**config.mk**
```make
export PLATFORM = sky130hd
export DESIGN_NAME = lsu_mem_ctrl_flat
export DESIGN_NICKNAME = d
export VERILOG_FILES = /design/src/rtl/lsu_mem_ctrl_if.sv /design/src/rtl/lsu_mem_ctrl.sv /design/src/flat_wrapper.sv
export SDC_FILE = /design/constraint.sdc
export NUM_CORES = 1
export LEC_CHECK = 0
export CORE_AREA = 5 5 157 159
export CTS_BUF_LIST = sky130_fd_sc_hd__clkbuf_4 sky130_fd_sc_hd__clkbuf_8
export DETAILED_ROUTE_END_ITERATION = 8
export DIE_AREA = 0 0 162 164
export PLACE_DENSITY = 0.7
export SYNTH_ARGS = -nofsm -noshare
export SYNTH_HDL_FRONTEND = slang
export SYNTH_SLANG_ARGS = --single-unit
```
**constraint.sdc**
```tcl
create_clock -name clk -period 2.8 [get_ports clk]
set_input_delay 0.7 -clock clk [delete_from_list [all_inputs] [get_ports clk]]
set_output_delay 0.7 -clock clk [all_outputs]
set_load 0.01 [all_outputs]
```
**src/rtl/lsu_mem_ctrl_if.sv**
```systemverilog
`default_nettype none
// ============================================================================
// Module      : lsu_mem_ctrl_if
// Description : Core-side request/response bundle of the load/store front-end.
//               master = core (drives requests), slave = lsu_mem_ctrl.
//   req_valid_i/req_ready_o : request handshake
//   req_we_i, req_size_i, req_unsigned_i, req_addr_i, req_wdata_i : fields
//   rsp_valid_o, rsp_rdata_o, rsp_err_o : one-cycle response
// Revision    : 1.0 - initial release
// ============================================================================
interface lsu_mem_ctrl_if;
    logic        req_valid_i;
    logic        req_ready_o;
    logic        req_we_i;
    logic [1:0]  req_size_i;
    logic        req_unsigned_i;
    logic [31:0] req_addr_i;
    logic [31:0] req_wdata_i;
    logic        rsp_valid_o;
    logic [31:0] rsp_rdata_o;
    logic        rsp_err_o;

    modport master (
        output req_valid_i, req_we_i, req_size_i, req_unsigned_i, req_addr_i, req_wdata_i,
        input  req_ready_o, rsp_valid_o, rsp_rdata_o, rsp_err_o
    );

    modport slave (
        input  req_valid_i, req_we_i, req_size_i, req_unsigned_i, req_addr_i, req_wdata_i,
        output req_ready_o, rsp_valid_o, rsp_rdata_o, rsp_err_o
    );
endinterface
`default_nettype wire

```
**src/rtl/lsu_mem_ctrl.sv**
```systemverilog
`default_nettype none
// ============================================================================
// Module      : lsu_mem_ctrl
// Description : Load/store front-end for a 4 x 8-bit byte-lane data RAM with
//               1-cycle synchronous read. One request at a time; misaligned
//               half/word accesses are split into two word accesses; load data
//               is merged, shifted and sign/zero-extended.
//   clk, rst    : clock, synchronous active-high reset
//   core        : request/response bundle (slave side)
//   ram_wen_o   : byte write enables      ram_waddr_o : write byte address
//   ram_wdata_o : lane-aligned write data ram_ren_o   : read enable
//   ram_raddr_o : read byte address       ram_rdata_i : read data (next cycle)
// Revision    : 1.0 - initial release
// ============================================================================
module lsu_mem_ctrl #(
    parameter logic [31:0] BASE_ADDR = 32'h0000_0000,
    parameter int          ADDR_W    = 14
) (
    input  wire logic        clk,
    input  wire logic        rst,
    lsu_mem_ctrl_if.slave    core,
    output logic [3:0]       ram_wen_o,
    output logic [31:0]      ram_waddr_o,
    output logic [31:0]      ram_wdata_o,
    output logic             ram_ren_o,
    output logic [31:0]      ram_raddr_o,
    input  wire logic [31:0] ram_rdata_i
);

    localparam logic [2:0] S_IDLE = 3'd0;
    localparam logic [2:0] S_ACC1 = 3'd1;
    localparam logic [2:0] S_ACC2 = 3'd2;
    localparam logic [2:0] S_WAIT = 3'd3;
    localparam logic [2:0] S_RESP = 3'd4;

    logic [2:0]  r_state, w_next;
    logic        r_we, r_unsigned, r_split, r_err;
    logic [1:0]  r_size, r_off_lo;
    logic [31:0] r_wdata, r_lo, r_hi, r_ram_addr;

    // ---------------- request decode (IDLE cycle, straight from the bus) ----
    logic [31:0] w_off;
    logic [2:0]  w_nbytes;
    logic        w_split, w_err, w_accept;
    logic [31:0] w_first_addr;

    assign w_off    = core.req_addr_i - BASE_ADDR;
    assign w_nbytes = (core.req_size_i == 2'd0) ? 3'd1 :
                      (core.req_size_i == 2'd1) ? 3'd2 : 3'd4;
    assign w_split  = ({1'b0, w_off[1:0]} + w_nbytes) > 3'd4;
    // A split access whose first word is the top word would wrap: reject it.
    assign w_err    = (|w_off[31:ADDR_W]) || (core.req_size_i == 2'd3) ||
                      (w_split && (&w_off[ADDR_W-1:2]));
    assign w_accept = core.req_valid_i && (r_state == S_IDLE);
    assign w_first_addr = BASE_ADDR + {{(32-ADDR_W){1'b0}}, w_off[ADDR_W-1:2], 2'b00};

    // ---------------- lane math on the captured request ---------------------
    logic [7:0]  w_mask_base, w_mask;
    logic [5:0]  w_shamt;
    logic [63:0] w_shifted;
    logic [31:0] w_aligned, w_load;

    assign w_mask_base = (r_size == 2'd0) ? 8'h01 :
                         (r_size == 2'd1) ? 8'h03 : 8'h0F;
    assign w_mask      = w_mask_base << r_off_lo;
    assign w_shamt     = {1'b0, r_off_lo, 3'b000};
    assign w_shifted   = {32'b0, r_wdata} << w_shamt;
    // r_hi stays zero for non-split loads, so one shifter serves both cases.
    assign w_aligned   = 32'({r_hi, r_lo} >> w_shamt);

    always_comb begin
        w_load = w_aligned;
        case (r_size)
            2'd0:    w_load = r_unsigned ? {24'b0, w_aligned[7:0]}
                                         : {{24{w_aligned[7]}}, w_aligned[7:0]};
            2'd1:    w_load = r_unsigned ? {16'b0, w_aligned[15:0]}
                                         : {{16{w_aligned[15]}}, w_aligned[15:0]};
            default: w_load = w_aligned;
        endcase
    end

    // ---------------- state register ----------------------------------------
    always_ff @(posedge clk) begin
        if (rst) r_state <= S_IDLE;
        else     r_state <= w_next;
    end

    // ---------------- capture / datapath registers --------------------------
    always_ff @(posedge clk) begin
        if (rst) begin
            r_we       <= 1'b0;
            r_size     <= 2'd0;
            r_unsigned <= 1'b0;
            r_off_lo   <= 2'd0;
            r_wdata    <= 32'd0;
            r_split    <= 1'b0;
            r_err      <= 1'b0;
            r_lo       <= 32'd0;
            r_hi       <= 32'd0;
            r_ram_addr <= 32'd0;
        end else begin
            case (r_state)
                S_IDLE: if (w_accept) begin
                    r_we       <= core.req_we_i;
                    r_size     <= core.req_size_i;
                    r_unsigned <= core.req_unsigned_i;
                    r_off_lo   <= w_off[1:0];
                    r_wdata    <= core.req_wdata_i;
                    r_split    <= w_split;
                    r_err      <= w_err;
                    r_lo       <= 32'd0;
                    r_hi       <= 32'd0;
                    // Faulting requests leave the RAM address untouched.
                    if (!w_err) r_ram_addr <= w_first_addr;
                end
                S_ACC1: if (r_split) r_ram_addr <= r_ram_addr + 32'd4;
                S_ACC2: if (!r_we) r_lo <= ram_rdata_i;
                S_WAIT: begin
                    if (r_split) r_hi <= ram_rdata_i;
                    else         r_lo <= ram_rdata_i;
                end
                default: ;
            endcase
        end
    end

    // ---------------- next state and outputs --------------------------------
    assign core.req_ready_o = (r_state == S_IDLE);
    assign ram_waddr_o      = r_ram_addr;
    assign ram_raddr_o      = r_ram_addr;

    always_comb begin
        w_next           = r_state;
        ram_wen_o        = 4'b0;
        ram_ren_o        = 1'b0;
        ram_wdata_o      = 32'd0;
        core.rsp_valid_o = 1'b0;
        core.rsp_err_o   = 1'b0;
        core.rsp_rdata_o = 32'd0;
        case (r_state)
            S_IDLE: if (w_accept) w_next = w_err ? S_RESP : S_ACC1;
            S_ACC1: begin
                if (r_we) begin
                    ram_wen_o   = w_mask[3:0];
                    ram_wdata_o = w_shifted[31:0];
                    w_next      = r_split ? S_ACC2 : S_RESP;
                end else begin
                    ram_ren_o = 1'b1;
                    w_next    = r_split ? S_ACC2 : S_WAIT;
                end
            end
            S_ACC2: begin
                if (r_we) begin
                    ram_wen_o   = w_mask[7:4];
                    ram_wdata_o = w_shifted[63:32];
                    w_next      = S_RESP;
                end else begin
                    ram_ren_o = 1'b1;
                    w_next    = S_WAIT;
                end
            end
            S_WAIT: w_next = S_RESP;
            S_RESP: begin
                core.rsp_valid_o = 1'b1;
                core.rsp_err_o   = r_err;
                core.rsp_rdata_o = (!r_we && !r_err) ? w_load : 32'd0;
                w_next           = S_IDLE;
            end
            default: w_next = S_IDLE;
        endcase
        // Reset aborts an access immediately: nothing reaches the RAM or core.
        if (rst) begin
            ram_wen_o        = 4'b0;
            ram_ren_o        = 1'b0;
            ram_wdata_o      = 32'd0;
            core.rsp_valid_o = 1'b0;
            core.rsp_err_o   = 1'b0;
            core.rsp_rdata_o = 32'd0;
        end
    end

endmodule
`default_nettype wire

```
**src/flat_wrapper.sv**
```systemverilog
// flat-port wrapper written by rule: the top's interface ports become plain ports
module lsu_mem_ctrl_flat 
#(
    parameter logic [31:0] BASE_ADDR = 32'h0000_0000,
    parameter int          ADDR_W    = 14
)
  (clk, rst, ram_wen_o, ram_waddr_o, ram_wdata_o, ram_ren_o, ram_raddr_o, ram_rdata_i, core_req_valid_i, core_req_we_i, core_req_size_i, core_req_unsigned_i, core_req_addr_i, core_req_wdata_i, core_req_ready_o, core_rsp_valid_o, core_rsp_rdata_o, core_rsp_err_o);
  lsu_mem_ctrl_if core_i ();
  input  wire logic clk;
  input  wire logic rst;
  output logic [3:0] ram_wen_o;
  output logic [31:0] ram_waddr_o;
  output logic [31:0] ram_wdata_o;
  output logic ram_ren_o;
  output logic [31:0] ram_raddr_o;
  input  wire logic [31:0] ram_rdata_i;
  input wire logic [$bits(core_i.req_valid_i)-1:0] core_req_valid_i;
  input wire logic [$bits(core_i.req_we_i)-1:0] core_req_we_i;
  input wire logic [$bits(core_i.req_size_i)-1:0] core_req_size_i;
  input wire logic [$bits(core_i.req_unsigned_i)-1:0] core_req_unsigned_i;
  input wire logic [$bits(core_i.req_addr_i)-1:0] core_req_addr_i;
  input wire logic [$bits(core_i.req_wdata_i)-1:0] core_req_wdata_i;
  output wire logic [$bits(core_i.req_ready_o)-1:0] core_req_ready_o;
  output wire logic [$bits(core_i.rsp_valid_o)-1:0] core_rsp_valid_o;
  output wire logic [$bits(core_i.rsp_rdata_o)-1:0] core_rsp_rdata_o;
  output wire logic [$bits(core_i.rsp_err_o)-1:0] core_rsp_err_o;
  assign core_i.req_valid_i = core_req_valid_i;
  assign core_i.req_we_i = core_req_we_i;
  assign core_i.req_size_i = core_req_size_i;
  assign core_i.req_unsigned_i = core_req_unsigned_i;
  assign core_i.req_addr_i = core_req_addr_i;
  assign core_i.req_wdata_i = core_req_wdata_i;
  assign core_req_ready_o = core_i.req_ready_o;
  assign core_rsp_valid_o = core_i.rsp_valid_o;
  assign core_rsp_rdata_o = core_i.rsp_rdata_o;
  assign core_rsp_err_o = core_i.rsp_err_o;
  lsu_mem_ctrl #(.BASE_ADDR(BASE_ADDR), .ADDR_W(ADDR_W)) u_core (.clk(clk), .rst(rst), .core(core_i), .ram_wen_o(ram_wen_o), .ram_waddr_o(ram_waddr_o), .ram_wdata_o(ram_wdata_o), .ram_ren_o(ram_ren_o), .ram_raddr_o(ram_raddr_o), .ram_rdata_i(ram_rdata_i));
endmodule
```
# Word level (Yosys, flattened, before mapping)
# Index checks and enable logic that the tools add are counted.
word_totals:
  reg_bits: 139
  inputBits: 103
  out_inout_bits: 136
  wordCells: 92
classes:
  n_addsub: 2
  order_cmp: 1
  n_eq_ne: 13
  n_shift: 3
  n_mux: 42
  n_reduce_logical: 20
ops:
  columns: ["operator", "n"]
  rows:
  - ["32-bit two-way mux", 15]
  - ["32-bit one-hot mux with 2 select lines", 4]
  - ["32-bit one-hot mux with 3 select lines", 1]
  - ["32-bit by 5-bit left shift with 64-bit output", 1]
  - ["64-bit by 5-bit right shift with 32-bit output", 1]
  - ["32-bit by 3-bit adder with 32-bit output, second input constant", 1]
  - ["3-bit two-way mux", 7]
  - ["18-bit OR reduction", 1]
  - ["4-bit two-way mux", 4]
  - ["3-bit one-hot mux with 4 select lines", 1]
  - ["12-bit AND reduction", 1]
  - ["1-bit two-way mux", 8]
  - ["8-bit two-way mux", 1]
  - ["4-bit one-hot mux with 2 select lines", 1]
  - ["4-bit AND reduction", 2]
  - ["8-bit by 2-bit left shift with 8-bit output", 1]
  - ["3-bit by 2-bit equality test with 1-bit output, second input constant", 2]
  - ["2-bit by 1-bit inequality test with 1-bit output, second input constant", 3]
  - ["2-bit inequality test, second input constant", 3]
  - ["2-bit by 1-bit equality test with 1-bit output, second input constant", 2]
  - ["2-bit logical NOT", 2]
  - ["2-bit nonzero test", 2]
  - ["2-bit by 3-bit adder with 3-bit output", 1]
  - ["3-bit by 1-bit equality test with 1-bit output, second input constant", 1]
  - ["11 further kinds", 15]

# Depth between registers and ports, before layout
depth:
  ltp_word: 10
  ltp_mapped: 12

# Least setup slack after synthesis
# Ideal clock, no wire load.
synth_timing:
  path_type: "input to output"
  from: "input port rst"
  to: "output port core_rsp_rdata_o[21]"
  t_arrival_ns: 2.377
  t_required_ns: 2.100
  slack_ns: -0.277
  cell_stages: 6
  n_path_buf: 2
  cell_sequence: "clkbuf_1 -> nor4b_2 -> nand2_2 -> o21bai_1 -> clkbuf_1 -> a21oi_1"
synth_via:
  elab_chain_len: 1
synth_rtl:
  columns: ["element", "line", "text"]
  rows:
  - ["start, declared", "flat_wrapper.sv:10", "input wire logic rst;"]
  - ["32-bit two-way mux", "lsu_mem_ctrl.sv:172", "if (rst) begin"]
  - ["end, declared", "flat_wrapper.sv:25", "output wire logic [$bits(core_i.rsp_rdata_o)-1:0] core_rsp_rdata_o;"]
# No other way between the ends.

# Worst setup path after layout
layout_timing:
  from: "register u_core.r_off_lo[1]"
  to: "output port core_rsp_rdata_o[30]"
layout_via:
  elab_chain_len: 6
  elab_cells_between_ends: 7
  classes_between: "shift: 1; mux: 6"
layout_rtl:
  columns: ["element", "line", "text"]
  rows:
  - ["start, declared", "lsu_mem_ctrl.sv:38", "logic [1:0] r_size, r_off_lo;"]
  - ["start signal, assigned", "lsu_mem_ctrl.sv:107", "r_off_lo <= w_off[1:0];"]
  - ["64-bit by 5-bit right shift with 32-bit output *", "lsu_mem_ctrl.sv:69", "assign w_aligned = 32'({r_hi, r_lo} >> w_shamt);"]
  - ["32-bit two-way mux, on equally long branches", "lsu_mem_ctrl.sv:76, lsu_mem_ctrl.sv:74", null]
  - ["32-bit one-hot mux with 2 select lines *", "lsu_mem_ctrl.sv:73", "case (r_size)"]
  - ["32-bit two-way mux *", "lsu_mem_ctrl.sv:166", "core.rsp_rdata_o = (!r_we && !r_err) ? w_load : 32'd0;"]
  - ["32-bit two-way mux *", "lsu_mem_ctrl.sv:140", "case (r_state)"]
  - ["32-bit two-way mux *", "lsu_mem_ctrl.sv:172", null]
# Mark *: on every way between the ends. The rest lies on a longest branch, timed or not.

==> report_table.html <==
<table>
<tr><th>Metric</th><th>Value</th></tr>
<tr><th colspan="2">Critical path</th></tr>
<tr><td>Category of cells accounting for the largest share of critical-path delay</td><td>buffers and inverters</td></tr>
<tr><td>Critical path, cell by cell</td><td>buf_6 -&gt; mux2i_1 -&gt; mux2_4 -&gt; o21a_1 -&gt; nor2_4 -&gt; o21bai_4 -&gt; buf_12 -&gt; buf_6 -&gt; a21oi_2 -&gt; buf_2</td></tr>
<tr><td>Startpoint type of the worst setup path</td><td>flip-flop</td></tr>
<tr><td>CP Max Fanout</td><td>4</td></tr>
<tr><td>Biggest cell delay along the critical path</td><td>0.36 ns</td></tr>
<tr><td>Critical path depth</td><td>10</td></tr>
<tr><td>Critical Path Sink Type</td><td>output port</td></tr>
<tr><td>WP data arrival</td><td>2.34 ns</td></tr>
<tr><td>Buf+Inv Stages, Crit Path</td><td>4</td></tr>
<tr><td>Cell depth of the worst flop-to-flop path</td><td>7</td></tr>
<tr><td>Cell with the most instances on the worst path</td><td>sky130_fd_sc_hd__buf_6</td></tr>
<tr><td>Kind of critical path</td><td>flip-flop to output port</td></tr>
<tr><td>WP data required</td><td>2.10 ns</td></tr>
<tr><td>Cell type of the slowest stage on the worst timing path</td><td>sky130_fd_sc_hd__dfxtp_2</td></tr>
<tr><th colspan="2">Clock tree</th></tr>
<tr><td>Clock root cell</td><td>sky130_fd_sc_hd__clkbuf_8</td></tr>
<tr><td>Htree depth</td><td>4</td></tr>
<tr><td># clock sinks</td><td>roughly 130</td></tr>
<tr><td>TritonCTS buffer count</td><td>17</td></tr>
<tr><td>Insertion delay to the later sink of the worst-skew pair</td><td>~0.45 ns</td></tr>
<tr><td>Clock transition at the registers of the reported paths</td><td>0.08 ns</td></tr>
<tr><td>Number of buffers on the longest clock path</td><td>2</td></tr>
<tr><td>CTS tree</td><td>yes</td></tr>
<tr><td>Hold bufs inserted after CTS</td><td>0</td></tr>
<tr><th colspan="2">Logic synthesis</th></tr>
<tr><td>Main combinational cell family by area after synthesis</td><td>simple AND/OR/NAND/NOR gates</td></tr>
<tr><td>Synth top cells by count</td><td>sky130_fd_sc_hd__nand2_1, sky130_fd_sc_hd__a21oi_1, sky130_fd_sc_hd__dfxtp_1</td></tr>
<tr><td>Post-synthesis cell count</td><td>a little over 1000</td></tr>
<tr><td>XOR/XNOR share of the synthesized area</td><td>0.00220</td></tr>
<tr><td>Post-synthesis share of cell area spent on and, or, nand and nor gates</td><td>0.242</td></tr>
<tr><td>Post-synth EDFFs</td><td>0</td></tr>
<tr><td>Dominant synthesized flop cell</td><td>sky130_fd_sc_hd__dfxtp_1</td></tr>
<tr><td>Mean area per synthesized cell</td><td>7.68 sq um</td></tr>
<tr><td>Area share of the largest cell type after synthesis</td><td>0.324</td></tr>
<tr><td>Post-synthesis instance area</td><td>7980 sq um</td></tr>
<tr><td>Synthesized-area fraction occupied by ao, oa, aoi and oai cells</td><td>0.201</td></tr>
<tr><td>Library cell with the highest instance count after synthesis</td><td>sky130_fd_sc_hd__nand2_1</td></tr>
<tr><td>Adder-cell share of the synthesized area</td><td>0.00565</td></tr>
<tr><td>Largest area contributor in the netlist</td><td>sky130_fd_sc_hd__dfxtp_1</td></tr>
<tr><td>Ranking of synthesized cells by area</td><td>sky130_fd_sc_hd__dfxtp_1, sky130_fd_sc_hd__a21oi_1, sky130_fd_sc_hd__mux4_2</td></tr>
<tr><td>Mux cell area share after synthesis</td><td>0.136</td></tr>
<tr><td>Number of synthesis warnings</td><td>0</td></tr>
<tr><td>Async SR Flop Fraction</td><td>0</td></tr>
<tr><td>Register area share after synthesis</td><td>0.324</td></tr>
<tr><td>Count of different cell masters after synthesis</td><td>60</td></tr>
<tr><td>Number of storage elements in the synthesis netlist</td><td>129</td></tr>
<tr><th colspan="2">Routing</th></tr>
<tr><td>Routed via count</td><td>8890</td></tr>
<tr><td>Drt drc</td><td>0</td></tr>
<tr><td>DRT antenna net count</td><td>0</td></tr>
<tr><td>WL/cell</td><td>around 19 um</td></tr>
<tr><td>Initial drt markers</td><td>770</td></tr>
<tr><td>Aggregate routed wire length</td><td>~30 mm</td></tr>
<tr><td>Detailed-route vias per instance</td><td>5.63</td></tr>
<tr><td>Total iterations of the first detailed-routing run</td><td>5</td></tr>
<tr><th colspan="2">Pwr</th></tr>
<tr><td>Worst vdd rail ir drop</td><td>0.257 mV</td></tr>
<tr><td>Clock share of power</td><td>0.403</td></tr>
<tr><td>Total power</td><td>~4.4 mW</td></tr>
<tr><td>Switching pwr</td><td>~1.3 mW</td></tr>
<tr><td>Fraction of power spent switching nets</td><td>0.292</td></tr>
<tr><td>Power density relative to cell area</td><td>around 380 nW/um^2</td></tr>
<tr><td>Leakage component of the power</td><td>4.08 nW</td></tr>
<tr><td>Sequential power share</td><td>0.439</td></tr>
<tr><td>Internal power contribution</td><td>slightly above 3 mW</td></tr>
<tr><td>Gate power share</td><td>0.158</td></tr>
<tr><th colspan="2">Run</th></tr>
<tr><td>Count of max-cap constraint violations</td><td>0</td></tr>
<tr><th colspan="2">Floorplan</th></tr>
<tr><td>Count of standard-cell rows</td><td>56</td></tr>
<tr><td>Area of the placeable core</td><td>between 20000 and 25000 sq um</td></tr>
<tr><td>Boundary Pins</td><td>239</td></tr>
<tr><td>Die span in x</td><td>162 um</td></tr>
<tr><td>Initial standard-cell utilization of the core</td><td>0.345</td></tr>
<tr><td>Y dimension of the die</td><td>164 um</td></tr>
<tr><td>Area of the die</td><td>26600 sq um</td></tr>
<tr><th colspan="2">Place</th></tr>
<tr><td>Gp weighted congestion</td><td>slightly below 0.9</td></tr>
<tr><td>IO Port Bufs</td><td>234</td></tr>
<tr><td>Placed standard-cell area</td><td>10800 sq um</td></tr>
<tr><td>Total half-perimeter wirelength after legalization and detailed placement</td><td>between 15 and 20 mm</td></tr>
<tr><th colspan="2">GRT</th></tr>
<tr><td>Antenna violations before repair</td><td>1</td></tr>
<tr><td>Global-route wire length before repair</td><td>45.4 mm</td></tr>
<tr><td>Overall fraction of global-route tracks in use</td><td>0.212</td></tr>
<tr><td>Via count of the first global-routing pass</td><td>between 8000 and 9000</td></tr>
<tr><td>Pin count of the biggest net entering global routing</td><td>71</td></tr>
<tr><td>GR Overflow Total</td><td>0</td></tr>
<tr><th colspan="2">Run status</th></tr>
<tr><td>Failing checks</td><td>setup timing</td></tr>
<tr><td>Status</td><td>finished with violations</td></tr>
<tr><th colspan="2">Timing</th></tr>
<tr><td>Final max-slew violation count</td><td>0</td></tr>
<tr><td>Clock tree skew after final layout</td><td>0.00976 ns</td></tr>
<tr><td>Least-Margin Pin Slew</td><td>between 1 and 1.5 ns</td></tr>
<tr><td>Share of the clock period used by the worst path</td><td>1.08</td></tr>
<tr><td>Setup repair after global routing missed its margin</td><td>true</td></tr>
<tr><td>Timing-limited maximum frequency</td><td>329 MHz</td></tr>
<tr><td>Rel. slew slack</td><td>0.178</td></tr>
<tr><td>Setup-violating endpoint count in the final report</td><td>25</td></tr>
<tr><td>Min Clock Period, post-route</td><td>3.04 ns</td></tr>
<tr><td>Final Hold Vio Count</td><td>0</td></tr>
<tr><td>Smallest setup slack after layout</td><td>-0.235 ns</td></tr>
<tr><th colspan="2">Finish</th></tr>
<tr><td>Total number of nets in the final design</td><td>1382</td></tr>
<tr><td>Ant diodes</td><td>0</td></tr>
<tr><td>Post-route cell area</td><td>11500 sq um</td></tr>
<tr><td>Signed area change from the synthesized netlist to the final layout</td><td>44.7%</td></tr>
<tr><td>Share of cells above drive strength 1</td><td>0.240</td></tr>
<tr><th colspan="2">Worst hold path</th></tr>
<tr><td>Min-Delay Path Depth</td><td>2</td></tr>
<tr><td>Class of the tightest hold or removal check</td><td>flip-flop to flip-flop</td></tr>
</table>
## power by group through the flow
stage / combinational, mW / clock (mW) / sequential [mW]
finish: 0.693 / 1.77 / 1.93
global route: 0.736 / 1.88 / 1.94
CTS: 0.668 / 1.80 / 1.93
detailed placement: 0.637 / 0 / 1.97
global placement: 0.631 / 0 / 1.96
floorplan: 0.334 / 0 / 1.95
## routing by layer
layer / up-vias / part of all wire / global-route usage
li1: 4171 / - / -
met1: 4224 / 0.42 / 0.274
met2: 433 / 0.47 / 0.346
met3: 60 / 0.080 / 0.0509
met4: 2 / 0.033 / 0.0796
met5: - / 0.00044 / 0
## flip-flops by register name, summed over array words and instances (netlist names)
| register | cells |
|---|---|
| u_core.r_lo | 32 |
| u_core.r_wdata | 32 |
| u_core.ram_raddr_o | 30 |
| u_core.r_hi | 24 |
| u_core.r_state | 3 |
| u_core.r_off_lo | 2 |
| u_core.r_size | 2 |
| u_core.r_err | 1 |
| u_core.r_split | 1 |
| u_core.r_unsigned | 1 |
| u_core.r_we | 1 |
## final cells by class
type                            instances  area [sq um]
Fill cell                            2189         11600
Clock buffer                           17           234
Inverter                               23          86.3
Clock inverter                         15           196
Sequential cell                       129          2600
Multi-Input combinational cell        767          4980
Tap cell                              290           363
Timing Repair Buffer                  338          3080
## cells in the final DEF (no fill, tap or decap), drive strengths merged, types with 11 or more instances in the layout
cell type / netlist / final
nor3: 14 / 14
a211oi: 13 / 13
nand2b: 13 / 13
inv: 23 / 29
mux2: 11 / 11
clkdlybuf4s50: 0 / 161
mux2i: 26 / 26
dfxtp: 129 / 129
a21oi: 165 / 165
nand3: 73 / 73
clkbuf: 65 / 26
nand2: 183 / 183
buf: 60 / 159
o21ai: 28 / 28
mux4: 31 / 31
nor2: 71 / 71
## worst min-delay path, cell delays in order (launching register included)
cell and delay, ns:
sky130_fd_sc_hd__dfxtp_1 0.31, sky130_fd_sc_hd__nand2_1 0.05, sky130_fd_sc_hd__a21oi_1 0.05
## worst paths after layout
kind                                    from                            to  slack [ns]
min              u_core.r_lo[7]$_SDFFE_PP0P_   u_core.r_lo[7]$_SDFFE_PP0P_        0.46
min reg2reg      u_core.r_lo[7]$_SDFFE_PP0P_   u_core.r_lo[7]$_SDFFE_PP0P_        0.46
max reg2reg   u_core.r_state[1]$_SDFFE_PP0N_  u_core.r_hi[18]$_SDFFE_PP0P_        0.36
max          u_core.r_off_lo[1]$_SDFFE_PP0P_          core_rsp_rdata_o[30]       -0.24
## through the flow
stage | std cells | hold slack [ns] | TNS (ns) | setup slack, ns | utilization
floorplan | 1042 | 0.429 | 0 | 0.00349 | -
global placement | 1517 | 0.437 | -14.77 | -0.404 | 0.465
detailed placement | 1517 | 0.446 | -16.68 | -0.457 | 0.465
CTS | 1568 | 0.458 | -4.77 | -0.275 | 0.492
global route | 1579 | 0.478 | -7.50 | -0.325 | 0.499
finish | 1579 | 0.456 | -3.08 | -0.235 | 0.499
## what timing repair did
item,CTS,global route
pin swaps,21,30
gates resized for setup,285,72
endpoints found under the setup margin,72,94
buffers inserted,15,12
gates cloned,4,1
## kinds of logic (layout without fill, tap and decap cells)
logic type / Yosys count / in the layout
other: 1 / 4
xor gates and xnor gates: 2 / 2
and+or+nand+nor: 417 / 418
AOI/OAI and AO/OA: 271 / 272
adders and majority gates: 3 / 3
DFF: 129 / 129
muxes: 68 / 68
buffers and inverters: 148 / 393
No activity file was read; power rests on OpenSTA's default activity.
